[src/rtl/periph_pkg.sv]
// Shared definitions for memory-mapped peripheral slaves: register offsets,
// access-size encodings and the responder state encoding.
package periph_pkg;

  typedef enum logic [1:0] {
    S_IDLE = 2'd0,
    S_WAIT = 2'd1,
    S_ACK  = 2'd2
  } state_t;

  localparam logic [31:0] OFF_CTRL    = 32'h0000_0000;
  localparam logic [31:0] OFF_COUNT   = 32'h0000_0004;
  localparam logic [31:0] OFF_CMP     = 32'h0000_0008;
  localparam logic [31:0] OFF_STATUS  = 32'h0000_000C;
  localparam logic [31:0] OFF_SCRATCH = 32'h0000_0010;
  localparam logic [31:0] OFF_LAST    = 32'h0000_0013;

  localparam logic [1:0] SZ_B = 2'b00;
  localparam logic [1:0] SZ_H = 2'b01;
  localparam logic [1:0] SZ_W = 2'b10;

endpackage

[src/rtl/periph_lane_merge.sv]
// Byte-lane write merge: overlays unshifted write data onto an existing word
// according to access size and low address bits, and reports the lanes touched.
module periph_lane_merge
  import periph_pkg::*;
(
  input  logic [31:0] old_i,
  input  logic [31:0] wdata_i,
  input  logic [1:0]  size_i,
  input  logic [1:0]  addr_lo_i,
  output logic [31:0] new_o,
  output logic [3:0]  mask_o
);

  logic [31:0] lane_data;

  always_comb begin
    mask_o    = 4'b0000;
    lane_data = wdata_i;
    case (size_i)
      SZ_B: begin
        mask_o    = 4'b0001 << addr_lo_i;
        lane_data = {4{wdata_i[7:0]}};
      end
      SZ_H: begin
        mask_o    = addr_lo_i[1] ? 4'b1100 : 4'b0011;
        lane_data = {2{wdata_i[15:0]}};
      end
      SZ_W: begin
        mask_o    = 4'b1111;
        lane_data = wdata_i;
      end
      default: begin
        mask_o    = 4'b0000;
        lane_data = wdata_i;
      end
    endcase
    for (int i = 0; i < 4; i++) begin
      new_o[8*i +: 8] = mask_o[i] ? lane_data[8*i +: 8] : old_i[8*i +: 8];
    end
  end

endmodule

[src/rtl/periph_timer_responder.sv]
// Peripheral slave with a free-running compare timer, W1C status and scratch
// register; answers each request after WAIT_STATES cycles with a one-cycle Ack.
module periph_timer_responder
  import periph_pkg::*;
#(
  parameter logic [31:0] BASE_ADDR   = 32'h0000_0200,
  parameter int unsigned WAIT_STATES = 1,
  parameter int unsigned CNT_W       = 32
) (
  input  logic        clk,
  input  logic        rst,
  input  logic        transEn,
  input  logic [31:0] PerAddr,
  input  logic [31:0] PerWData,
  input  logic        PerWrite,
  input  logic [1:0]  PerSize,
  output logic [31:0] PerRData,
  output logic        Ack,
  output logic        Busy,
  output logic        PerErr,
  output logic        Irq,
  output state_t      dbg_state_o
);

  // Handshake: the core raises transEn with stable request fields and holds it
  // until it sees Ack for one cycle; fields are captured on acceptance in IDLE.
  localparam logic [3:0] WAIT_LOAD = (WAIT_STATES == 0) ? 4'd0 : 4'(WAIT_STATES - 1);
  localparam logic [CNT_W-1:0] CNT_ONE = CNT_W'(1);

  state_t      state_q;
  logic [3:0]  wcnt_q;
  logic [31:0] addr_q;
  logic [31:0] wdata_q;
  logic        write_q;
  logic [1:0]  size_q;
  logic        ack_q;
  logic        err_q;
  logic [31:0] rdata_q;

  logic [1:0]       ctrl_q;
  logic [CNT_W-1:0] count_q;
  logic [CNT_W-1:0] cmp_q;
  logic             status_q;
  logic [31:0]      scratch_q;
  logic             irq_q;

  logic [31:0] dec_addr;
  logic [1:0]  dec_size;
  logic [31:0] dec_off;
  logic [31:0] dec_word;
  logic        dec_err;
  logic [31:0] rd_word;
  logic [31:0] merged;
  logic [3:0]  wmask;
  logic        commit;
  logic        wr_ctrl, wr_count, wr_cmp, wr_status, wr_scratch;
  logic        match;
  logic        unused_lanes;

  // In IDLE the decode looks at the live request so a zero-wait access can
  // register its response on the acceptance edge; afterwards it uses the latch.
  always_comb begin
    dec_addr = (state_q == S_IDLE) ? PerAddr : addr_q;
    dec_size = (state_q == S_IDLE) ? PerSize : size_q;
    dec_off  = dec_addr - BASE_ADDR;
    dec_word = {dec_off[31:2], 2'b00};
    dec_err  = (dec_addr < BASE_ADDR) || (dec_off > OFF_LAST) ||
               (dec_size == 2'b11) ||
               ((dec_size == SZ_H) && dec_addr[0]) ||
               ((dec_size == SZ_W) && (dec_addr[1:0] != 2'b00));
    case (dec_word)
      OFF_CTRL:    rd_word = {30'b0, ctrl_q};
      OFF_COUNT:   rd_word = 32'(count_q);
      OFF_CMP:     rd_word = 32'(cmp_q);
      OFF_STATUS:  rd_word = {31'b0, status_q};
      OFF_SCRATCH: rd_word = scratch_q;
      default:     rd_word = 32'h0;
    endcase
    commit     = (state_q == S_ACK) && write_q && !dec_err;
    wr_ctrl    = commit && (dec_word == OFF_CTRL);
    wr_count   = commit && (dec_word == OFF_COUNT);
    wr_cmp     = commit && (dec_word == OFF_CMP);
    wr_status  = commit && (dec_word == OFF_STATUS);
    wr_scratch = commit && (dec_word == OFF_SCRATCH);
    match      = ctrl_q[0] && (count_q == cmp_q);
  end

  periph_lane_merge u_merge (
    .old_i     (rd_word),
    .wdata_i   (wdata_q),
    .size_i    (size_q),
    .addr_lo_i (addr_q[1:0]),
    .new_o     (merged),
    .mask_o    (wmask)
  );

  assign unused_lanes = ^wmask[3:1];

  always_ff @(posedge clk) begin
    if (rst) begin
      state_q <= S_IDLE;
      wcnt_q  <= 4'd0;
      addr_q  <= 32'h0;
      wdata_q <= 32'h0;
      write_q <= 1'b0;
      size_q  <= 2'b00;
      ack_q   <= 1'b0;
      err_q   <= 1'b0;
      rdata_q <= 32'h0;
    end else begin
      case (state_q)
        S_IDLE: begin
          if (transEn) begin
            addr_q  <= PerAddr;
            wdata_q <= PerWData;
            write_q <= PerWrite;
            size_q  <= PerSize;
            if (WAIT_STATES == 0) begin
              state_q <= S_ACK;
              ack_q   <= 1'b1;
              err_q   <= dec_err;
              rdata_q <= dec_err ? 32'h0 : rd_word;
            end else begin
              state_q <= S_WAIT;
              wcnt_q  <= WAIT_LOAD;
            end
          end
        end
        S_WAIT: begin
          if (wcnt_q == 4'd0) begin
            state_q <= S_ACK;
            ack_q   <= 1'b1;
            err_q   <= dec_err;
            rdata_q <= dec_err ? 32'h0 : rd_word;
          end else begin
            wcnt_q <= wcnt_q - 4'd1;
          end
        end
        S_ACK: begin
          state_q <= S_IDLE;
          ack_q   <= 1'b0;
          err_q   <= 1'b0;
          rdata_q <= 32'h0;
        end
        default: state_q <= S_IDLE;
      endcase
    end
  end

  // Bus write to COUNT overrides the timer; a match set overrides a W1C clear.
  always_ff @(posedge clk) begin
    if (rst) begin
      ctrl_q    <= 2'b00;
      count_q   <= '0;
      cmp_q     <= '0;
      status_q  <= 1'b0;
      scratch_q <= 32'h0;
      irq_q     <= 1'b0;
    end else begin
      if (wr_ctrl)    ctrl_q    <= merged[1:0];
      if (wr_cmp)     cmp_q     <= merged[CNT_W-1:0];
      if (wr_scratch) scratch_q <= merged;
      if (wr_count)       count_q <= merged[CNT_W-1:0];
      else if (match)     count_q <= '0;
      else if (ctrl_q[0]) count_q <= count_q + CNT_ONE;
      if (match)
        status_q <= 1'b1;
      else if (wr_status && wmask[0] && merged[0])
        status_q <= 1'b0;
      irq_q <= status_q & ctrl_q[1];
    end
  end

  assign PerRData    = rdata_q;
  assign Ack         = ack_q;
  assign PerErr      = err_q;
  assign Busy        = transEn & ~ack_q;
  assign Irq         = irq_q;
  assign dbg_state_o = state_q;

endmodule
[config.mk]
export PLATFORM = sky130hd
export DESIGN_NAME = periph_timer_responder
export DESIGN_NICKNAME = d
export VERILOG_FILES = /design/src/rtl/periph_pkg.sv /design/src/rtl/periph_lane_merge.sv /design/src/rtl/periph_timer_responder.sv
export SDC_FILE = /design/constraint.sdc
export NUM_CORES = 1
export LEC_CHECK = 0
export BUFFER_PORTS_ARGS = -buffer_cell sky130_fd_sc_hd__buf_2
export CORE_UTILIZATION = 47
export DETAILED_ROUTE_END_ITERATION = 8
export PLACE_DENSITY_LB_ADDON = 0.05
export SKIP_LAST_GASP = 1
export SLEW_MARGIN = 20
export SYNTH_ARGS = -nofsm -noshare
export SYNTH_HDL_FRONTEND = slang
export SYNTH_SLANG_ARGS = --single-unit
[constraint.sdc]
create_clock -name clk -period 4.5 [get_ports clk]
set_clock_uncertainty 0.1 [all_clocks]
set_input_delay 0.675 -clock clk [delete_from_list [all_inputs] [get_ports clk]]
set_output_delay 0.675 -clock clk [all_outputs]
set_load 0.02 [all_outputs]
==> results.json, run 1 <==
{
  "finalCritPeriodShare_pct": 89.3,
  "async_reset_ff_share_pct": 0,
  "synth-seq-cells": 207,
  "final_area_sq_mm": 0.0130,
  "p_sw_mw": 1.21,
  "leakage_nw": 4.46,
  "slew_violations": 0,
  "r2r_start": "dbg_state_o[1]",
  "cts_tree": "done",
  "cp-start-kind": "flop",
  "syn-num-nets": 1500,
  "ir_drop_uv": 259,
  "dr.first_iter.drc_count": 961,
  "crit_type": "flop to flop",
  "r2r-end": "cmp_q[16]",
  "avgViaCountPerCell": 6.10,
  "dieArea_sq_mm": 0.0248,
  "syn_area_per_cell_sq_um": 7.97,
  "power_frac_seq_pct": 43.3,
  "die_w_um": 158,
  "cp.arrival_ns": 4.34,
  "via_count": 11065,
  "gp_congestion": 0.907,
  "yosys_warnings": 0,
  "maxCapViolations": 0,
  "grt_pass1_wl_mm": 58.7,
  "slew_headroom_pct": 35.7,
  "p_int_mw": 3.23,
  "max_freq_mhz": 249,
  "ys_types": 73,
  "p_sw_share_pct": 27.2,
  "hold_depth": 3,
  "period_minus_slack_ns": 4.02,
  "tightestPinTransition_ns": 0.964,
  "clockBufferDepth": 3,
  "utilization_pct": 55.1,
  "r2r_setup_slack_ns": 0.48,
  "syn_area_sq_mm": 0.0114,
  "cts-root-buf": "clkbuf_16",
  "grt_pass1_vias": 10353,
  "area_delta_synth_final_pct": 14.4,
  "grt_max_degree": 93,
  "finalSetupViolCount": 0,
  "ys_seq_area_share_pct": 36.5,
  "min_to": "wdata_q[19]",
  "ys.flop_type": "dfxtp_1",
  "p_per_area_mw_per_mm2": 341,
  "syn_inst": 1426,
  "required_ns": 4.82,
  "grt_overflow": 0,
  "cts.sinks": 207,
  "worstPathMaxFanout": 32,
  "htree_levels": 1,
  "synthDominantCellAreaShare_pct": 36.5,
  "clk_latency_ns": 0.53,
  "grt_usage_pct": 30.1,
  "cts_hold_buf": 0,
  "start_util_pct": 48.1,
  "crit_path_end_kind": "flop",
  "synthTopCellsByArea": "dfxtp_1 36%, a21oi_1 8.4%, nand2_1 7.0%, nor2_1 3.7%, xor2_1 3.2%",
  "antenna_found_initial": 1,
  "wl_per_cell_um": 20.3,
  "io_buffers": 107,
  "reg2reg_depth": 12,
  "worstHoldStart": "PerWData[19]",
  "wirelength_mm": 36.9,
  "combPwrFrac_pct": 12.2,
  "cts_inserted_buffers": 25,
  "dp_hpwl_mm": 25.2,
  "drive_gt1_share_pct": 18.7,
  "finalSetupTns_ns": 0,
  "place_area_sq_mm": 0.0122,
  "path_clk_slew_ns": 0.06,
  "clockPowerShare_pct": 44.5,
  "hp-class": "primary input to flop",
  "rsz0062_at_grt": "no",
  "drtPass1Iterations": 8,
  "outcome": "complete, no violations",
  "fin_nets": 1552,
  "synth_edf_count": 0,
  "yosysTopAreaCell": "dfxtp_1",
  "drc": 0,
  "postCtsSetupBuffers": 0,
  "die_h_um": 158,
  "rows": 56,
  "hold_viol_final": 0,
  "fp.coreArea_sq_mm": 0.0236,
  "ios": 108,
  "ant_nets": 0
}
[cell usage in the layout (no fill, tap or decap), types with 26 or more instances in the layout]
cell type	n
a211oi_1	47
a211oi_2	28
a21oi_1	188
a21oi_2	33
a222oi_1	30
buf_2	106
buf_4	37
dfxtp_1	207
mux2i_1	29
nand2_1	211
nand3_1	57
nor2_1	108
nor3_1	26
nor4_1	28
xor2_1	41
[layer usage]
metal	routed length, um	track usage (%)	vias to the layer above	part of all wire (%)
met5	0	0	-	0
met4	863	7.91	0	2.3
met3	2680	5.92	53	7.3
met2	16300	46.1	398	44
met1	17000	42.8	5281	46
li1	-	-	5333	-
[metrics by stage]
step	worst slack [ns]	std cells	hold WS [ns]	power [mW]
floorplan	0.581	1426	0.323	2.31
global placement	0.453	1770	0.337	2.49
detailed placement	0.355	1770	0.342	2.49
CTS	0.339	1813	0.272	4.47
global route	0.201	1813	0.281	4.59
finish	0.480	1814	0.285	4.44
[critical path, stage by stage, from the launching register on]
cell and delay (ns):
dfxtp_1 0.34, nor2_4 0.28, mux2_4 0.38, clkinv_1 0.07
ha_1 0.20, o211ai_1 0.16, and2_1 0.20, a41o_1 0.21
a2111oi_0 0.52, and4b_4 0.58, buf_12 0.26, a41oi_1 0.26
a211oi_1 0.31
[state kept, by name, indices dropped and copies added (netlist names)]
name	flops
Ack	1
cmp_q	32
Irq	1
dbg_state_o	2
count_q	32
write_q	1
PerRData	32
wdata_q	32
ctrl_q	2
scratch_q	32
addr_q	32
status_q	1
size_q	2
PerErr	1
wcnt_q	4
[power groups by stage]
stage          combinational (mW)  clock, mW  sequential (mW)
6_report                    0.540       1.98             1.92
2_1_floorplan               0.364          0             1.94
4_1_cts                     0.535       2.01             1.92
5_1_grt                     0.594       2.07             1.93
3_5_place_dp                0.533          0             1.96
3_3_place_gp                0.529          0             1.96
[cell type report]
cell class	instances	area, sq um
antenna	1	2.50
clock buffer	34	729
tap	319	399
inverter	16	60.1
sequential	207	4140
multi-input combinational	1077	6640
clock inverter	9	72.6
timing repair buffer	151	960
fill	2290	10600
[kinds of logic after synthesis]
family / synth area share, %
AOI/OAI and AO/OA: 27.0
xor gates and xnor gates: 4.55
adders and majority gates: 0.440
buffers and inverters: 5.49
DFF: 36.5
muxes: 3.08
and+or+nand+nor: 23.0
[worst max-delay path by stage]
| stage | start | endpoint | slack (ns) |
|---|---|---|---|
| final | dbg_state_o[1] | cmp_q[16] | 0.48 |
| after global routing | dbg_state_o[1] | cmp_q[16] | 0.20 |
| after CTS | dbg_state_o[1] | cmp_q[16] | 0.34 |
| after detailed placement | dbg_state_o[1] | cmp_q[29] | 0.35 |
| after global placement | PerAddr[10] | ctrl_q[0] | 0.45 |
| after floorplan | dbg_state_o[1] | scratch_q[10] | 0.58 |
[synthesized netlist by cell type, types with 15 or more instances]
library cell  count
a211oi_1         47
a211oi_2         28
a21oi_1         190
a21oi_2          31
a222oi_1         30
a41oi_1          24
buf_2            34
clkbuf_1         74
dfxtp_1         207
inv_1            15
mux2i_1          29
nand2_1         212
nand3_1          57
nor2_1          112
nor3_1           26
nor4_1           28
o21ai_0          21
o22ai_1          23
xnor2_1          18
xor2_1           41
[what timing repair did]
item                       4_1_cts  5_1_grt
setup endpoints to repair        0        1
gates resized for setup          0        1
hold endpoints to repair         0        0
No activity file was read; power rests on OpenSTA's default activity.
==> run 2, diff against run 1 <==
--- a/config.mk
+++ b/config.mk
@@ -6,7 +6,9 @@
 export NUM_CORES = 1
 export LEC_CHECK = 0
 export BUFFER_PORTS_ARGS = -buffer_cell sky130_fd_sc_hd__buf_2
-export CORE_UTILIZATION = 47
+export CELL_PAD_IN_SITES_DETAIL_PLACEMENT = 1
+export CELL_PAD_IN_SITES_GLOBAL_PLACEMENT = 1
+export CORE_UTILIZATION = 45
 export DETAILED_ROUTE_END_ITERATION = 8
 export PLACE_DENSITY_LB_ADDON = 0.05
 export SKIP_LAST_GASP = 1
==> run 2 against run 1 <==
Compared with the run above:
- via count increased by 1.0%
- register-to-register slack got worse by 0.18 ns
- critical endpoint is now count_q[31]
- critical path type unchanged
- first-iteration DRC count increased by 21%
- largest power group unchanged
- non-clock buffer count decreased by 2
- worst hold slack improved by 0.0027 ns
- sequential share of layout area unchanged
- largest cell class unchanged
==> results.json, run 2 (synthesis results as in run 1) <==
{
  "hold_depth": 3,
  "critical-path-max-stage-delay_ns": 0.64,
  "cts-root-buf": "clkbuf_16",
  "cts.repair.resized": 0,
  "cp.arrival_ns": 4.49,
  "via_count": 11179,
  "outcome": "complete, no violations",
  "dr.first_iter.drc_count": 1167,
  "cpLargestDelayFamily": "simple AND/OR/NAND/NOR gates",
  "io_buffers": 107,
  "finalSetupViolCount": 0,
  "clk_latency_ns": 0.53,
  "slew_violations": 0,
  "tightestPinTransition_ns": 0.894,
  "antenna_found_initial": 0,
  "drive_gt1_share_pct": 18.4,
  "wl_per_cell_um": 22.3,
  "grt_max_degree": 89,
  "finalCritPeriodShare_pct": 93.3,
  "cpMaxStageDelayCell": "nor4_1",
  "die_h_um": 161,
  "crit_path_end_kind": "flop",
  "cpMostUsedCell": "buf_4",
  "ant_nets": 0,
  "rows": 57,
  "die_w_um": 161,
  "wirelength_mm": 40.4,
  "layout.cells.most_common": "nand2_1",
  "crit_type": "flop to flop",
  "start_util_pct": 46.3,
  "grt_pass1_wl_mm": 64.3,
  "grt_overflow": 0,
  "required_ns": 4.79,
  "path_clk_slew_ns": 0.06,
  "n_antenna_cell": 0,
  "worst-path-buf-inv": 4,
  "fin_nets": 1550,
  "postCtsSetupBuffers": 0,
  "htree_levels": 1,
  "cts_hold_buf": 0,
  "cts_tree": "done",
  "drtPass1Iterations": 6,
  "drc": 0,
  "slew_headroom_pct": 40.4,
  "dieArea_sq_mm": 0.0259,
  "ios": 108,
  "clockBufferDepth": 3,
  "total_power_mw": 4.66,
  "hold_viol_final": 0,
  "max_freq_mhz": 238,
  "cp.depth": 12,
  "nFillCells": 3033,
  "period_minus_slack_ns": 4.20,
  "crit_chain": "buf_4 -> or2_1 -> buf_4 -> a21oi_1 -> buf_4 -> nor4_1 -> o211ai_1 -> xnor2_1 -> and4b_4 -> buf_12 -> a21bo_2 -> o22ai_1",
  "grt_usage_pct": 31.1,
  "fp.coreArea_sq_mm": 0.0245,
  "finalSetupTns_ns": 0,
  "rsz0062_at_grt": "no",
  "gp_congestion": 0.836,
  "multi_input_area_sq_mm": 0.00664,
  "hp-class": "primary input to flop",
  "area_delta_synth_final_pct": 14.4,
  "cp-start-kind": "flop",
  "worstPathMaxFanout": 75,
  "avgViaCountPerCell": 6.16,
  "dp_hpwl_mm": 28.3,
  "cts.sinks": 207,
  "ir_drop_uv": 259,
  "maxCapViolations": 0,
  "cts_inserted_buffers": 25,
  "p_per_area_mw_per_mm2": 358,
  "grt_pass1_vias": 11099,
  "reg2reg_depth": 12,
  "leakage_nw": 4.46,
  "register_area_sq_mm": 0.00414,
  "final_cell_mix": "211 x nand2_1, 207 x dfxtp_1, 188 x a21oi_1, 108 x nor2_1, 106 x buf_2"
}
[run 2: through the flow]
step | hold slack (ns) | cells | area, sq um | setup slack [ns] | util, %
detailed placement | 0.341 | 1773 | 12100 | 0.267 | 49.4
CTS | 0.273 | 1816 | 13000 | 0.341 | 53.0
floorplan | 0.323 | 1426 | 11400 | 0.581 | -
global placement | 0.338 | 1773 | 12100 | 0.414 | 49.4
global route | 0.286 | 1816 | 13000 | 0.0457 | 53.0
finish | 0.288 | 1816 | 13000 | 0.301 | 53.0
[run 2: path summary, 6_finish.rpt]
path / startpoint / to / slack (ns)
setup / recovery: dbg_state_o[0] / count_q[31] / 0.30
hold / removal: PerWData[22] / wdata_q[22] / 0.29
hold reg to reg: PerRData[24] / PerRData[24] / 0.35
setup reg to reg: dbg_state_o[0] / count_q[31] / 0.30
[run 2: where the power goes]
group          internal (mW)  switching [mW]  total, mW  leakage [nW]
registers               1.88          0.0471       1.92          1.68
logic                  0.173           0.383      0.556          2.35
clock network           1.36           0.823       2.18         0.432
[run 2: worst min-delay path, cell delays in order]
cell and delay, ns:
buf_2 0.09, nand2_1 0.04, a21oi_1 0.05
[run 2: routing by layer]
layer	vias up	track usage, %	routed length, um
met1	5468	47.4	19800
met2	365	46.5	17200
met4	0	5.75	665
met5	-	0	0
met3	43	4.08	2760
li1	5303	-	-
[run 2: layout make-up]
class                      count  area share, %
tap                          324           3.12
multi-input combinational   1077           51.0
clock inverter                 7           1.07
clock buffer                  36           5.67
inverter                      16          0.462
timing repair buffer         149           6.78
sequential                   207           31.9
